$ cat config.mk
export PLATFORM = sky130hd
export DESIGN_NAME = npc_trap_unit
export DESIGN_NICKNAME = d
export VERILOG_FILES = /design/src/rtl/npc_trap_unit_pkg.sv /design/src/rtl/npc_trap_unit_trap_epc_stack.sv /design/src/rtl/npc_trap_unit.sv
export SDC_FILE = /design/constraint.sdc
export NUM_CORES = 1
export LEC_CHECK = 0
export ABC_AREA = 1
export BUFFER_PORTS_ARGS = -buffer_cell sky130_fd_sc_hd__buf_2
export CELL_PAD_IN_SITES_DETAIL_PLACEMENT = 0
export CELL_PAD_IN_SITES_GLOBAL_PLACEMENT = 1
export CORE_ASPECT_RATIO = 1.1
export CORE_MARGIN = 2
export CORE_UTILIZATION = 40
export DETAILED_ROUTE_END_ITERATION = 6
export PLACE_DENSITY = 0.88
export SLEW_MARGIN = 40
export SYNTH_ARGS = -nofsm -noshare
export SYNTH_HDL_FRONTEND = slang
export SYNTH_HIERARCHICAL = 1
export SYNTH_SLANG_ARGS = --single-unit
export TNS_END_PERCENT = 1
$ cat constraint.sdc
create_clock -name clk -period 19.9 [get_ports clk]
set_input_delay 1.99 -clock clk [delete_from_list [all_inputs] [get_ports clk]]
set_output_delay 1.99 -clock clk [all_outputs]
set_load 0.05 [all_outputs]
$ cat src/rtl/npc_trap_unit_pkg.sv
// Shared encodings for the fetch-stage next-PC selector and trap controller.
// Default vector addresses live here so the top level and any users agree on them.
package npc_trap_unit_pkg;

  typedef enum logic [2:0] {
    NPC_PLUS4   = 3'b000,
    NPC_BRANCH  = 3'b001,
    NPC_JUMP    = 3'b010,
    NPC_INT_RET = 3'b011,
    NPC_JALR    = 3'b100
  } npc_op_e;

  // Value of the trap_cause MSB when the trap came from the exception channel
  localparam logic CAUSE_EXC = 1'b1;

  localparam logic [31:0] DEF_VEC_BASE   = 32'h0000_0040;
  localparam int          DEF_VEC_STRIDE = 8;
  localparam logic [31:0] DEF_EXC_VEC    = 32'h0000_0050;
  localparam logic [31:0] DEF_FATAL_VEC  = 32'h0000_0008;

endpackage

$ cat src/rtl/npc_trap_unit_trap_epc_stack.sv
// LIFO of saved return PCs; each entry records the PC, whether it came from an
// exception, and the interrupt index. Reads return zero when the stack is empty.
module trap_epc_stack #(
  parameter int XLEN  = 32,
  parameter int IW    = 3,
  parameter int DEPTH = 4
) (
  input  logic                           clk,
  input  logic                           rst,
  input  logic                           push,
  input  logic                           pop,
  input  logic [XLEN-1:0]                push_pc,
  input  logic                           push_exc,
  input  logic [IW-1:0]                  push_idx,
  output logic [XLEN-1:0]                top_pc,
  output logic                           top_exc,
  output logic [IW-1:0]                  top_idx,
  output logic [$clog2(DEPTH+1)-1:0]     level,
  output logic                           full,
  output logic                           empty
);

  localparam int LW = $clog2(DEPTH+1);
  localparam int AW = (DEPTH > 1) ? $clog2(DEPTH) : 1;

  logic [XLEN-1:0] pc_mem  [DEPTH];
  logic            exc_mem [DEPTH];
  logic [IW-1:0]   idx_mem [DEPTH];
  logic [AW-1:0]   wr_idx;
  logic [AW-1:0]   rd_idx;

  assign full   = (level == LW'(DEPTH));
  assign empty  = (level == '0);
  assign wr_idx = AW'(level);
  assign rd_idx = AW'(level - LW'(1));

  always_ff @(posedge clk) begin
    if (rst) begin
      level <= '0;
      for (int i = 0; i < DEPTH; i++) begin
        pc_mem[i]  <= '0;
        exc_mem[i] <= 1'b0;
        idx_mem[i] <= '0;
      end
    end else if (push && !full) begin
      pc_mem[wr_idx]  <= push_pc;
      exc_mem[wr_idx] <= push_exc;
      idx_mem[wr_idx] <= push_idx;
      level           <= level + LW'(1);
    end else if (pop && !empty) begin
      level <= level - LW'(1);
    end
  end

  assign top_pc  = empty ? '0   : pc_mem[rd_idx];
  assign top_exc = empty ? 1'b0 : exc_mem[rd_idx];
  assign top_idx = empty ? '0   : idx_mem[rd_idx];

endmodule

$ cat src/rtl/npc_trap_unit.sv
// Next-PC generator with a prioritised, nestable, vectored trap controller.
// Interrupts latch into pending bits; only strictly higher priority may preempt.
module npc_trap_unit
  import npc_trap_unit_pkg::*;
#(
  parameter int               XLEN        = 32,
  parameter int               NUM_SRC     = 8,
  parameter int               STACK_DEPTH = 4,
  parameter logic [XLEN-1:0]  VEC_BASE    = XLEN'(DEF_VEC_BASE),
  parameter int               VEC_STRIDE  = DEF_VEC_STRIDE,
  parameter logic [XLEN-1:0]  EXC_VEC     = XLEN'(DEF_EXC_VEC),
  parameter logic [XLEN-1:0]  FATAL_VEC   = XLEN'(DEF_FATAL_VEC)
) (
  input  logic                                clk,
  input  logic                                rst,
  input  logic [XLEN-1:0]                     PC,
  input  logic [XLEN-1:0]                     PC_EX,
  input  logic [2:0]                          NPCOp,
  input  logic [XLEN-1:0]                     IMM,
  input  logic [XLEN-1:0]                     aluout,
  input  logic                                PCWrite,
  input  logic [NUM_SRC-1:0]                  irq,
  input  logic [NUM_SRC-1:0]                  irq_mask,
  input  logic                                exc_valid,
  output logic [XLEN-1:0]                     NPC,
  output logic                                trap_taken,
  output logic [$clog2(NUM_SRC):0]            trap_cause,
  output logic [$clog2(STACK_DEPTH+1)-1:0]    nest_level,
  output logic [XLEN-1:0]                     epc_top,
  output logic                                overflow
);

  localparam int IW  = (NUM_SRC > 1) ? $clog2(NUM_SRC) : 1;
  localparam int LVW = IW + 1;

  logic [NUM_SRC-1:0] pending;
  logic [NUM_SRC-1:0] clear;
  logic               cand_valid;
  logic [IW-1:0]      cand_idx;
  logic [LVW-1:0]     cur_level;
  logic               irq_elig;
  logic               irq_take;
  logic               do_push;
  logic               do_pop;
  logic               st_full;
  logic               st_empty;
  logic               top_exc;
  logic [IW-1:0]      top_idx;
  logic [XLEN-1:0]    top_pc;

  // Lowest enabled pending index wins
  always_comb begin
    cand_valid = 1'b0;
    cand_idx   = '0;
    for (int i = NUM_SRC - 1; i >= 0; i--) begin
      if (pending[i] && irq_mask[i]) begin
        cand_valid = 1'b1;
        cand_idx   = IW'(i);
      end
    end
  end

  // Exception handlers run at the lowest level so any interrupt may nest on them
  assign cur_level  = (st_empty || top_exc) ? LVW'(NUM_SRC) : {1'b0, top_idx};
  assign irq_elig   = cand_valid && ({1'b0, cand_idx} < cur_level) && !st_full;
  assign trap_taken = PCWrite && (exc_valid || irq_elig);
  assign irq_take   = trap_taken && !exc_valid;
  assign do_push    = trap_taken && !st_full;
  assign do_pop     = PCWrite && (NPCOp == NPC_INT_RET) && !st_empty && !trap_taken;
  assign clear      = irq_take ? (NUM_SRC'(1) << cand_idx) : '0;

  always_ff @(posedge clk) begin
    if (rst) begin
      pending    <= '0;
      overflow   <= 1'b0;
      trap_cause <= '0;
    end else begin
      pending <= (pending | irq) & ~clear;
      if (trap_taken) begin
        trap_cause <= exc_valid ? {CAUSE_EXC, {IW{1'b0}}} : {1'b0, cand_idx};
      end
      if (trap_taken && exc_valid && st_full) begin
        overflow <= 1'b1;
      end
    end
  end

  trap_epc_stack #(
    .XLEN  (XLEN),
    .IW    (IW),
    .DEPTH (STACK_DEPTH)
  ) u_stack (
    .clk      (clk),
    .rst      (rst),
    .push     (do_push),
    .pop      (do_pop),
    .push_pc  (PC_EX),
    .push_exc (exc_valid),
    .push_idx (exc_valid ? {IW{1'b0}} : cand_idx),
    .top_pc   (top_pc),
    .top_exc  (top_exc),
    .top_idx  (top_idx),
    .level    (nest_level),
    .full     (st_full),
    .empty    (st_empty)
  );

  assign epc_top = top_pc;

  // Interrupted instructions re-execute; excepting ones are skipped on return
  always_comb begin
    NPC = PC + XLEN'(4);
    if (!PCWrite) begin
      NPC = PC;
    end else if (trap_taken) begin
      if (exc_valid) NPC = st_full ? FATAL_VEC : EXC_VEC;
      else           NPC = VEC_BASE + XLEN'(cand_idx) * XLEN'(VEC_STRIDE);
    end else begin
      case (NPCOp)
        NPC_PLUS4:   NPC = PC + XLEN'(4);
        NPC_BRANCH,
        NPC_JUMP:    NPC = PC_EX + IMM;
        NPC_JALR:    NPC = aluout;
        NPC_INT_RET: if (!st_empty) NPC = top_exc ? top_pc + XLEN'(4) : top_pc;
        default:     NPC = PC + XLEN'(4);
      endcase
    end
  end

endmodule

==> results of run 1 <==
[final timing paths]
kind,startpoint,end,slack [ns]
worst max-delay path,u_stack/level[0],NPC[18],11.97
worst min register to register,overflow,overflow,0.45
worst max register to register,u_stack/level[0],u_stack/pc_mem[0][11],12.83
worst min-delay path,overflow,overflow,0.45
[per-layer routing]
layer  global-route usage (%)  up-vias  routed length [µm]
met3                     4.86       92                4430
met1                     38.4     6250               19800
li1                         -     6477                   -
met5                        0        -                   0
met2                     51.4      675               23900
met4                     12.3        0                1950
[sequential cells by signal, indices dropped and copies added, names as in the netlist]
signal / cells
u_stack/exc_mem: 4
pending: 8
u_stack/level: 3
u_stack/idx_mem: 12
u_stack/pc_mem: 128
trap_cause: 4
overflow: 1
[kinds of logic (layout without fill, tap and decap cells)]
| group | Yosys count | in the layout |
|---|---|---|
| compound gates | 290 | 290 |
| mux | 1 | 1 |
| simple gates | 1094 | 1094 |
| buf+inv | 238 | 448 |
| flops | 160 | 160 |
| xor+xnor | 17 | 17 |
| fa+ha+maj | 39 | 39 |
[where the power goes]
group / switching [mW] / internal, mW
Combinational: 0.814 / 0.236
Clock: 0.148 / 0.164
Sequential: 0.0168 / 0.431
[layout by cell type, fill, tap and decap left out, types with 14 or more instances in the layout]
master and instances:
dfxtp_1 15, nand2_1 419, a21oi_1 118, nand3_1 139, nor2_1 416, edfxtp_1 144
buf_2 223, nand4_1 25, o21ai_0 135, nor3_1 25, ha_1 38, nand3b_1 14
nor2_2 18, clkbuf_16 17, inv_1 166, buf_4 19
[worst min-delay path: stages (launching register included)]
cell and delay [ns]:
dfxtp_1 0.31, inv_1 0.05, a21oi_1 0.05
[cell type report]
type | instances | share of cell area (%)
multi-input combinational | 1441 | 47.4
sequential | 160 | 32.0
timing repair buffer | 242 | 8.67
inverter | 175 | 4.53
tap | 414 | 3.57
clock buffer | 17 | 2.93
clock inverter | 14 | 0.862
[Yosys cell counts (4+ instances only)]
cell and number:
nand2_4 5, nand4_1 25, dfxtp_1 16, o2111ai_1 4
nor2_4 4, inv_1 169, xnor2_1 7, nor2_2 18
xor2_1 10, a21oi_1 118, buf_2 22, nand3_1 139
nor3_1 25, buf_1 4, ha_1 38, nand3b_1 14
nand2_2 5, buf_6 8, o211ai_1 5, o21bai_1 5
nor4_1 4, nor2_1 416, o22ai_1 6, clkbuf_1 27
o21ai_1 6, edfxtp_1 144, nand2_1 421, o21ai_0 135
inv_2 4
[through the flow]
stage               total power, mW  hold slack (ns)  utilization, %
global placement               1.48            0.442            45.6
floorplan                      1.17            0.527               -
global route                   1.90            0.466            47.4
CTS                            1.80            0.453            47.4
finish                         1.81            0.451            47.4
detailed placement             1.49            0.442            45.6
==> key figures, run 1 <==
Layout
  • Layout cells sized above 1: 16.0%
  • Nets@finish: 2227
  • Fin cells: 2463
  • FILL cells: 3165
  • N_diodes: 0
  • Area Overhead vs Synth: 16.1%
  • Multi-input gate area: 0.00688 mm²
  • Final instance area: 0.0145 mm²
  • Register area: 0.00465 mm²

Timing
  • Unrepaired setup endpoints after global routing: no
  • Final min period: 7.93 ns
  • Fin crit share: 39.9%
  • Finish-stage setup viols: 0
  • Final TNS setup: 0 ns
  • Normalized max-slew margin: 44.5%
  • Tightest Pin Transition: 0.832 ns
  • Fin. max-slew vios: 0
  • Clock Skews: 0.00818 ns
  • Fmax: 0.126 GHz
  • Final worst slack: 11.97 ns
  • Final Hold Viols: 0

Outcome
  • Status: complete, no violations

CTS
  • Hold_buf cts: 0
  • CTS tree: yes
  • CTS sink count: 160
  • Root Driver: clkbuf_16
  • Postcts setup bufs: 0
  • Total CTS buffers: 17
  • Clock buffer depth: 2
  • Worst-Skew Late Latency: 0.43 ns
  • Post-CTS sizing: 0
  • H-tree lvl count: 4
  • Reg clk slew, reported paths: 0.06 ns

Drt
  • Routed len/inst: 20.3 µm
  • DR iter-0 viols: 1450
  • Detailed-route vias per instance: 5.48
  • Residual DRC: 0
  • TritonRoute pass-1 iters: 6
  • Antenna Nets Post-Route: 0
  • Via count: 13500
  • Final wirelength: 50100 µm

Floorplanning
  • Core area: 0.0306 mm²
  • Die span in y: 189 µm
  • # rows: 67
  • Die area: 0.0327 mm²
  • Die width: 173 µm
  • Initial Util: 40.8%
  • Num ports: 224

Logic synthesis
  • Yosys top cell by area: edfxtp_1
  • Number of synthesized flops with an enable pin: 144
  • Library cells used by synthesis: 52
  • Fraction of the mapped netlist area in adder cells: 3.97%
  • Ys flop type: edfxtp_1
  • Seq cells post-synth: 160
  • Sequential-to-total area share from yosys stat: 37.2%
  • Post-Synth Simple-Gate Area: 37.4%
  • Mux share of post-synthesis cell area: 0.0801%
  • Top cell type's share of synthesized area: 34.6%
  • Cell area after synthesis: 0.0125 mm²
  • Fraction of registers with async set/reset: 0%
  • Top cells by area, synth: edfxtp_1, nand2_1, nor2_1
  • Post-synthesis compound-gate area fraction: 12.2%
  • Synth Area in XOR/XNOR: 1.19%
  • Net Count, Synth: 2029
  • Warnings, synthesis: 6
  • Mapped Cells: 1839
  • Mean Syn Cell Area: 6.79 µm²
  • Largest family of logic cells by synthesized area: simple AND/OR/NAND/NOR gates

Global routing
  • Remaining global-route overflow: 0
  • Vias in the first global route: 12700
  • Initial antenna violation count: 0
  • First-pass GRT wire length: 75200 µm
  • All-Layer GR Usage: 30.2%
  • Largest net degree at the start of global routing: 79

Worst setup path
  • CP Cell Sequence: buf_4 > inv_2 > buf_4 > ha_1 > buf_4 > inv_1 > buf_4 > nor2_1 > o21ai_0 > a21oi_1 > ha_1 > nand2_2 > nor2_4 > nand3_4 > nor2_2 > nand2_1 > nor2_1 > nand2_1 > o21ai_0 > nand2_1 > nand3_1 > nand2_1 > o22ai_1 > buf_2
  • Worst Path Max Fanout: 78
  • CP peak stage delay: 0.65 ns
  • Worst Reg-to-Reg Cells: 26
  • CP Buf/Inv Count: 7
  • Instance count on the critical path: 24
  • WP data arrival: 5.94 ns
  • Worst Path Class, Setup: reg -> out
  • Crit path max-delay cell type: buf_4
  • Startpoint class of the critical path: flop
  • CP required: 17.91 ns
  • CP endpoint kind: primary output
  • Largest delay share family, worst path: buffers and inverters

Placement
  • Placed inst area: 0.0140 mm²
  • Routability cong.: 1.04
  • Place WS: 12.57 ns
  • Cells after DPL: 2432
  • # port buffers: 223
  • HPWL Detailed: 38700 µm

Flow run
  • Max Cap Viol: 0

Min path
  • Worst Hold Depth: 2
  • Hold Path Class: reg -> reg

Power
  • Leakage power: 6.56 nW
  • Cell Pwr Density: 125 mW/mm²
  • Worst IR Drop VDD: 0.0754 mV
(Power assumes the default switching activity.)
==> run 2, diff against run 1 <==
==> constraint.sdc (replaced) <==
create_clock -name clk -period 8.3 [get_ports clk]
set_input_delay 0.83 -clock clk [delete_from_list [all_inputs] [get_ports clk]]
set_output_delay 0.83 -clock clk [all_outputs]
set_load 0.05 [all_outputs]
==> run 2 against run 1 <==
Wire length shrank 2.9%. Cell area up 0.41%. Via count fell by 1.4%. Worst hold slack got worse by 0.00099 ns. Total power is 140% higher. Die area is the same. Critical endpoint is now u_stack/pc_mem[0][27]. Largest cell class unchanged.
==> key figures, run 2 (synthesis results as in run 1) <==
Placement
  • HPWL Detailed: 38600 µm (was 38700 µm)
  • Placed inst area: 0.0139 mm² (was 0.0140 mm²)
  • # port buffers: 223 (unchanged)
  • Routability cong.: 1.00 (was 1.04)
  • Cells after DPL: 2428 (was 2432)

Power
  • Leakage power: 6.58 nW (was 6.56 nW)
  • Cell Pwr Density: 299 mW/mm² (was 125 mW/mm²)
  • Worst IR Drop VDD: 0.227 mV (was 0.0754 mV)
  • PnR Total Power: 4.35 mW (was 1.81 mW)

Worst setup path
  • CP peak stage delay: 0.52 ns (was 0.65 ns)
  • Startpoint class of the critical path: flop (unchanged)
  • Crit path max-delay cell type: dfxtp_1 (was buf_4)
  • WP data arrival: 6.08 ns (was 5.94 ns)
  • Worst Path Class, Setup: reg -> reg (was reg -> out)
  • CP Cell Sequence: inv_1 > ha_1 > buf_4 > nor2_1 > o21ai_0 > a21oi_1 > nor2_1 > nand2_1 > ha_1 > a221oi_1 > nand2_4 > nand2_2 > nand2_1 > inv_1 > nand2_4 > inv_2 > nand2_4 > nor2_8 > nand2_4 > nand2_1 > buf_4 (was buf_4 > inv_2 > buf_4 > ha_1 > buf_4 > inv_1 > buf_4 > nor2_1 > o21ai_0 > a21oi_1 > ha_1 > nand2_2 > nor2_4 > nand3_4 > nor2_2 > nand2_1 > nor2_1 > nand2_1 > o21ai_0 > nand2_1 > nand3_1 > nand2_1 > o22ai_1 > buf_2)
  • Worst Path Max Fanout: 37 (was 78)
  • CP endpoint kind: flop (was primary output)
  • Largest delay share family, worst path: simple AND/OR/NAND/NOR gates (was buffers and inverters)
  • CP dominant cell by count: nand2_4
  • CP required: 8.39 ns (was 17.91 ns)
  • CP Buf/Inv Count: 5 (was 7)

Drt
  • DR iter-0 viols: 1668 (was 1450)
  • Residual DRC: 0 (unchanged)
  • TritonRoute pass-1 iters: 7 (was 6)
  • Antenna Nets Post-Route: 0 (unchanged)
  • Detailed-route vias per instance: 5.41 (was 5.48)
  • Via count: 13300 (was 13500)
  • Routed len/inst: 19.8 µm (was 20.3 µm)
  • Final wirelength: 48600 µm (was 50100 µm)

Layout
  • Biggest register: u_stack/pc_mem (unchanged)
  • Area Overhead vs Synth: 16.6% (was 16.1%)
  • Nets@finish: 2223 (was 2227)
  • Most frequent cells in the layout: nand2_1, nor2_1, buf_2 (unchanged)
  • Fin cells: 2460 (was 2463)
  • Commonest non-fill, non-tap cell in the layout: nand2_1 (unchanged)
  • Final instance area: 0.0146 mm² (was 0.0145 mm²)
  • N_diodes: 0 (unchanged)
  • Max reg flops: 128 (unchanged)
  • Layout cells sized above 1: 15.8% (was 16.0%)
  • Top flop regs: u_stack/pc_mem: 128 flops, u_stack/idx_mem: 12 flops, pending: 8 flops (unchanged)
  • FILL cells: 3158 (was 3165)

Global routing
  • Initial antenna violation count: 0 (unchanged)
  • Remaining global-route overflow: 0 (unchanged)
  • Vias in the first global route: 12400 (was 12700)
  • All-Layer GR Usage: 29.2% (was 30.2%)
  • First-pass GRT wire length: 72700 µm (was 75200 µm)
  • Largest net degree at the start of global routing: 78 (was 79)

Floorplanning
  • Num ports: 224 (unchanged)
  • Initial Util: 40.8% (unchanged)
  • Core area: 0.0306 mm² (unchanged)
  • Die area: 0.0327 mm² (unchanged)
  • Die span in y: 189 µm (unchanged)
  • # rows: 67 (unchanged)
  • Die width: 173 µm (unchanged)

Timing
  • Fin crit share: 72.2%
  • Normalized max-slew margin: 37.8% (was 44.5%)
  • Final min period: 5.99 ns
  • Tightest Pin Transition: 0.933 ns (was 0.832 ns)
  • Final TNS setup: 0 ns (unchanged)
  • Finish-stage setup viols: 0 (unchanged)
  • Fmax: 0.167 GHz
  • Final Hold Viols: 0 (unchanged)
  • Unrepaired setup endpoints after global routing: no (unchanged)
  • Clock Skews: 0.0128 ns (was 0.00818 ns)
  • Worst hold slack: 0.450 ns (was 0.451 ns)
  • Fin. max-slew vios: 0 (unchanged)

CTS
  • Clock buffer depth: 2 (unchanged)
  • Total CTS buffers: 17 (unchanged)
  • CTS tree: yes (unchanged)
  • Post-CTS sizing: 0 (unchanged)
  • Postcts setup bufs: 0 (unchanged)
  • Hold_buf cts: 0 (unchanged)
  • Reg clk slew, reported paths: 0.06 ns (about the same)
  • Worst-Skew Late Latency: 0.43 ns (about the same)
  • CTS sink count: 160 (unchanged)
  • Root Driver: clkbuf_16 (unchanged)
  • H-tree lvl count: 4 (unchanged)

Outcome
  • Status: complete, no violations (unchanged)

Flow run
  • Max Cap Viol: 0 (unchanged)

Min path
  • Hold Path Class: reg -> reg (unchanged)
[run 2: worst min-delay path, delay by kind of cell (launching register included)]
family / cells / cell delay, ns
flops: 1 / 0.31
buf+inv: 1 / 0.04
compound gates: 1 / 0.05
[run 2: final cells by class]
type / instances / area, µm² / area share (%)
timing repair buffer: 238 / 1240 / 8.52
clock buffer: 17 / 425 / 2.92
sequential: 160 / 4650 / 31.9
inverter: 175 / 657 / 4.51
multi-input combinational: 1441 / 6890 / 47.3
tap: 414 / 518 / 3.56
clock inverter: 15 / 195 / 1.34
[run 2: per-layer routing]
| layer | part of all wire (%) | GRT usage, % |
|---|---|---|
| met1 | 41 | 38.4 |
| met3 | 7.7 | 3.47 |
| met4 | 3.6 | 11.5 |
| met5 | 0 | 0 |
| met2 | 47 | 49.2 |
[run 2: worst paths after layout]
| path | from | end | slack (ns) | depth (start not counted) |
|---|---|---|---|---|
| max reg2reg | u_stack/level[1] | u_stack/pc_mem[0][27] | 2.31 | 21 |
| min reg2reg | overflow | overflow | 0.45 | 2 |
| min | overflow | overflow | 0.45 | 2 |
| max | u_stack/level[1] | u_stack/pc_mem[0][27] | 2.31 | 21 |
[run 2: through the flow]
stage,util (%),setup slack (ns)
floorplan,-,1.60
global placement,45.5,2.47
detailed placement,45.6,2.40
CTS,47.6,2.36
global route,47.6,2.01
finish,47.6,2.31
[run 2: where the power goes]
group	leakage [nW]	switching, mW	internal [mW]
combinational	4.65	1.90	0.550
clock	0.304	0.345	0.484
sequential	1.63	0.0380	1.03
total	6.58	2.29	2.07
==> run 3, diff against run 2 <==
==> constraint.sdc (replaced) <==
create_clock -name clk -period 6.1 [get_ports clk]
set_input_delay 0.61 -clock clk [delete_from_list [all_inputs] [get_ports clk]]
set_output_delay 0.61 -clock clk [all_outputs]
set_load 0.05 [all_outputs]
==> run 3 against run 2 <==
Cell area down 0.13%. First-iteration DRC count decreased by 15%. Sequential power is 36% higher. Sequential cell count is the same. Final cell count grew 0.28%. Via count up 1.4%. Register-to-register slack got worse by 1.8 ns. Total power up 36%. Non-clock buffer count rose by 7. Sequential share of layout area hardly changed. Largest cell class unchanged.
==> key figures, run 3 (synthesis results as in run 1) <==
Drt
  • Residual DRC: 0 (unchanged)
  • Antenna Nets Post-Route: 0 (unchanged)
  • Final wirelength: 49900 µm (was 48600 µm)
  • Via count: 13500 (was 13300)
  • Detailed-route vias per instance: 5.47 (was 5.41)
  • TritonRoute pass-1 iters: 6 (was 7)
  • Routed len/inst: 20.2 µm (was 19.8 µm)
  • DR iter-0 viols: 1423 (was 1668)

Floorplanning
  • Die width: 173 µm (unchanged)
  • # rows: 67 (unchanged)
  • Core area: 0.0306 mm² (unchanged)
  • Num ports: 224 (unchanged)
  • Die area: 0.0327 mm² (unchanged)
  • Initial Util: 40.8% (unchanged)
  • Die span in y: 189 µm (unchanged)

CTS
  • Postcts setup bufs: 0 (unchanged)
  • Hold_buf cts: 0 (unchanged)
  • CTS tree: yes (unchanged)
  • Total CTS buffers: 17 (unchanged)
  • Post-CTS sizing: 0 (unchanged)
  • CTS sink count: 160 (unchanged)
  • Root Driver: clkbuf_16 (unchanged)
  • Worst-Skew Late Latency: 0.44 ns (was 0.43 ns)
  • H-tree lvl count: 4 (unchanged)
  • Reg clk slew, reported paths: 0.07 ns (was 0.06 ns)
  • Clock buffer depth: 2 (unchanged)

Timing
  • Unrepaired setup endpoints after global routing: no (unchanged)
  • Final Hold Viols: 0 (unchanged)
  • Fin crit share: 93.1%
  • Worst hold slack: 0.451 ns (was 0.450 ns)
  • Finish-stage setup viols: 0 (unchanged)
  • Normalized max-slew margin: 41.2% (was 37.8%)
  • Fin. max-slew vios: 0 (unchanged)
  • Final TNS setup: 0 ns (unchanged)
  • Tightest Pin Transition: 0.882 ns (was 0.933 ns)
  • Final min period: 5.68 ns
  • Fmax: 0.176 GHz
  • Clock Skews: 0.0142 ns (was 0.0128 ns)

Worst setup path
  • Reg2reg setup slack: 0.54 ns (was 2.31 ns)
  • Worst Path Max Fanout: 16 (was 37)
  • WP data arrival: 5.07 ns (was 6.08 ns)
  • RR Startpoint: u_stack/level[1] (unchanged)
  • CP endpoint kind: primary output (was flop)
  • CP required: 5.49 ns (was 8.39 ns)
  • Startpoint class of the critical path: flop (unchanged)
  • Worst Reg-to-Reg Cells: 21 (unchanged)
  • Worst Path Class, Setup: reg -> out (was reg -> reg)
  • Reg-to-reg critical path endpoint: u_stack/pc_mem[0][16] (was u_stack/pc_mem[0][27])

Layout
  • Top flop regs: u_stack/pc_mem: 128 flops, u_stack/idx_mem: 12 flops, pending: 8 flops (unchanged)
  • Max reg flops: 128 (unchanged)
  • Most frequent cells in the layout: nand2_1, nor2_1, buf_2 (unchanged)
  • N_diodes: 0 (unchanged)
  • Area Overhead vs Synth: 16.5% (was 16.6%)
  • Nets@finish: 2230 (was 2223)
  • Layout cells sized above 1: 16.0% (was 15.8%)
  • Biggest register: u_stack/pc_mem (unchanged)
  • Commonest non-fill, non-tap cell in the layout: nand2_1 (unchanged)

Power
  • Leakage power: 6.59 nW (was 6.58 nW)
  • Int Pwr: 2.74 mW (was 2.07 mW)
  • Gate power share: 58.0% (was 56.4%)
  • Clock network power share: 17.4% (was 19.0%)
  • Seq pwr share: 24.6% (about the same)
  • PnR Total Power: 5.92 mW (was 4.35 mW)
  • P_sw: 3.18 mW (was 2.29 mW)
  • Cell Pwr Density: 407 mW/mm² (was 299 mW/mm²)
  • Worst IR Drop VDD: 0.286 mV (was 0.227 mV)
  • Sw Share: 53.7% (was 52.5%)

Min path
  • Hold Path Class: reg -> reg (unchanged)
  • Hold endpoint: overflow (unchanged)
  • Hold_sp: overflow (unchanged)
  • Worst Hold Depth: 2 (unchanged)

Placement
  • # port buffers: 223 (unchanged)
  • HPWL Detailed: 38700 µm (was 38600 µm)
  • Routability cong.: 0.987 (was 1.00)

Outcome
  • Status: complete, no violations (unchanged)

Global routing
  • First-pass GRT wire length: 74300 µm (was 72700 µm)
  • Initial antenna violation count: 0 (unchanged)
  • Vias in the first global route: 12600 (was 12400)
  • All-Layer GR Usage: 30.0% (was 29.2%)
  • Largest net degree at the start of global routing: 78 (unchanged)
  • Remaining global-route overflow: 0 (unchanged)

Flow run
  • Max Cap Viol: 0 (unchanged)
[run 3: changes by cell type in the layout (fill, tap and decap cells not counted), moves of 2 or more]
cell       before  now
clkinv_4        1    3
nand2_2         7    5
inv_8           4    6
inv_6           4    2
buf_4          14   21
nand2_1       419  421
bufinv_16       3    0
[run 3: critical path: stages, from the launching register on]
cell     delay, ns
dfxtp_1       0.52
inv_1         0.19
ha_1          0.57
inv_1         0.20
buf_4         0.26
nor2_1        0.11
o21ai_0       0.08
a21oi_1       0.54
ha_1          0.27
nand2_2       0.08
nor2_4        0.15
nand3_4       0.14
nor2_2        0.14
nand2_1       0.07
nor2_1        0.09
nand2_1       0.09
o21ai_0       0.21
nand2_1       0.08
nand3_1       0.13
nand2_1       0.11
o22ai_1       0.26
buf_2         0.34
[run 3: worst max path at each step]
stage | startpoint | end | slack, ns
finish | u_stack/level[1] | NPC[18] | 0.42
global route | u_stack/level[1] | NPC[18] | 0.04
CTS | u_stack/level[1] | NPC[18] | 0.47
detailed placement | u_stack/level[1] | u_stack/pc_mem[1][16] | 0.61
global placement | u_stack/level[1] | u_stack/pc_mem[0][16] | 0.81
floorplan | u_stack/level[0] | NPC[26] | 0.13
[run 3: layout make-up]
cell class              count  area (µm²)
fillers                  3183       16000
clock inverters            15         144
repair buffers            245        1280
clock buffers              17         425
flip-flops and latches    160        4650
well taps                 414         518
inverters                 175         657
multi-input cells        1441        6880
[run 3: power groups by stage]
| stage | Combinational [mW] | Clock, mW | Sequential (mW) |
|---|---|---|---|
| after global placement | 3.36 | 0 | 1.47 |
| after global routing | 3.68 | 1.09 | 1.47 |
| after detailed placement | 3.39 | 0 | 1.48 |
| final | 3.43 | 1.03 | 1.46 |
| after CTS | 3.40 | 1.04 | 1.46 |
| after floorplan | 2.30 | 0 | 1.51 |
[run 3: per-layer routing]
| layer | vias up | part of all wire [%] | global-route usage [%] |
|---|---|---|---|
| li1 | 6491 | - | - |
| met1 | 6247 | 41 | 39.2 |
| met2 | 644 | 47 | 49.3 |
| met3 | 102 | 8.4 | 5.50 |
| met4 | 0 | 3.7 | 11.6 |
| met5 | - | 0 | 0 |
[run 3: through the flow]
step,cell area (µm²),utilization (%),std cells,setup WS [ns]
finish,14600,47.6,2467,0.422
global route,14600,47.6,2467,0.0397
CTS,14500,47.5,2467,0.473
detailed placement,14000,45.7,2435,0.608
global placement,14000,45.7,2435,0.814
floorplan,12500,-,1839,0.125
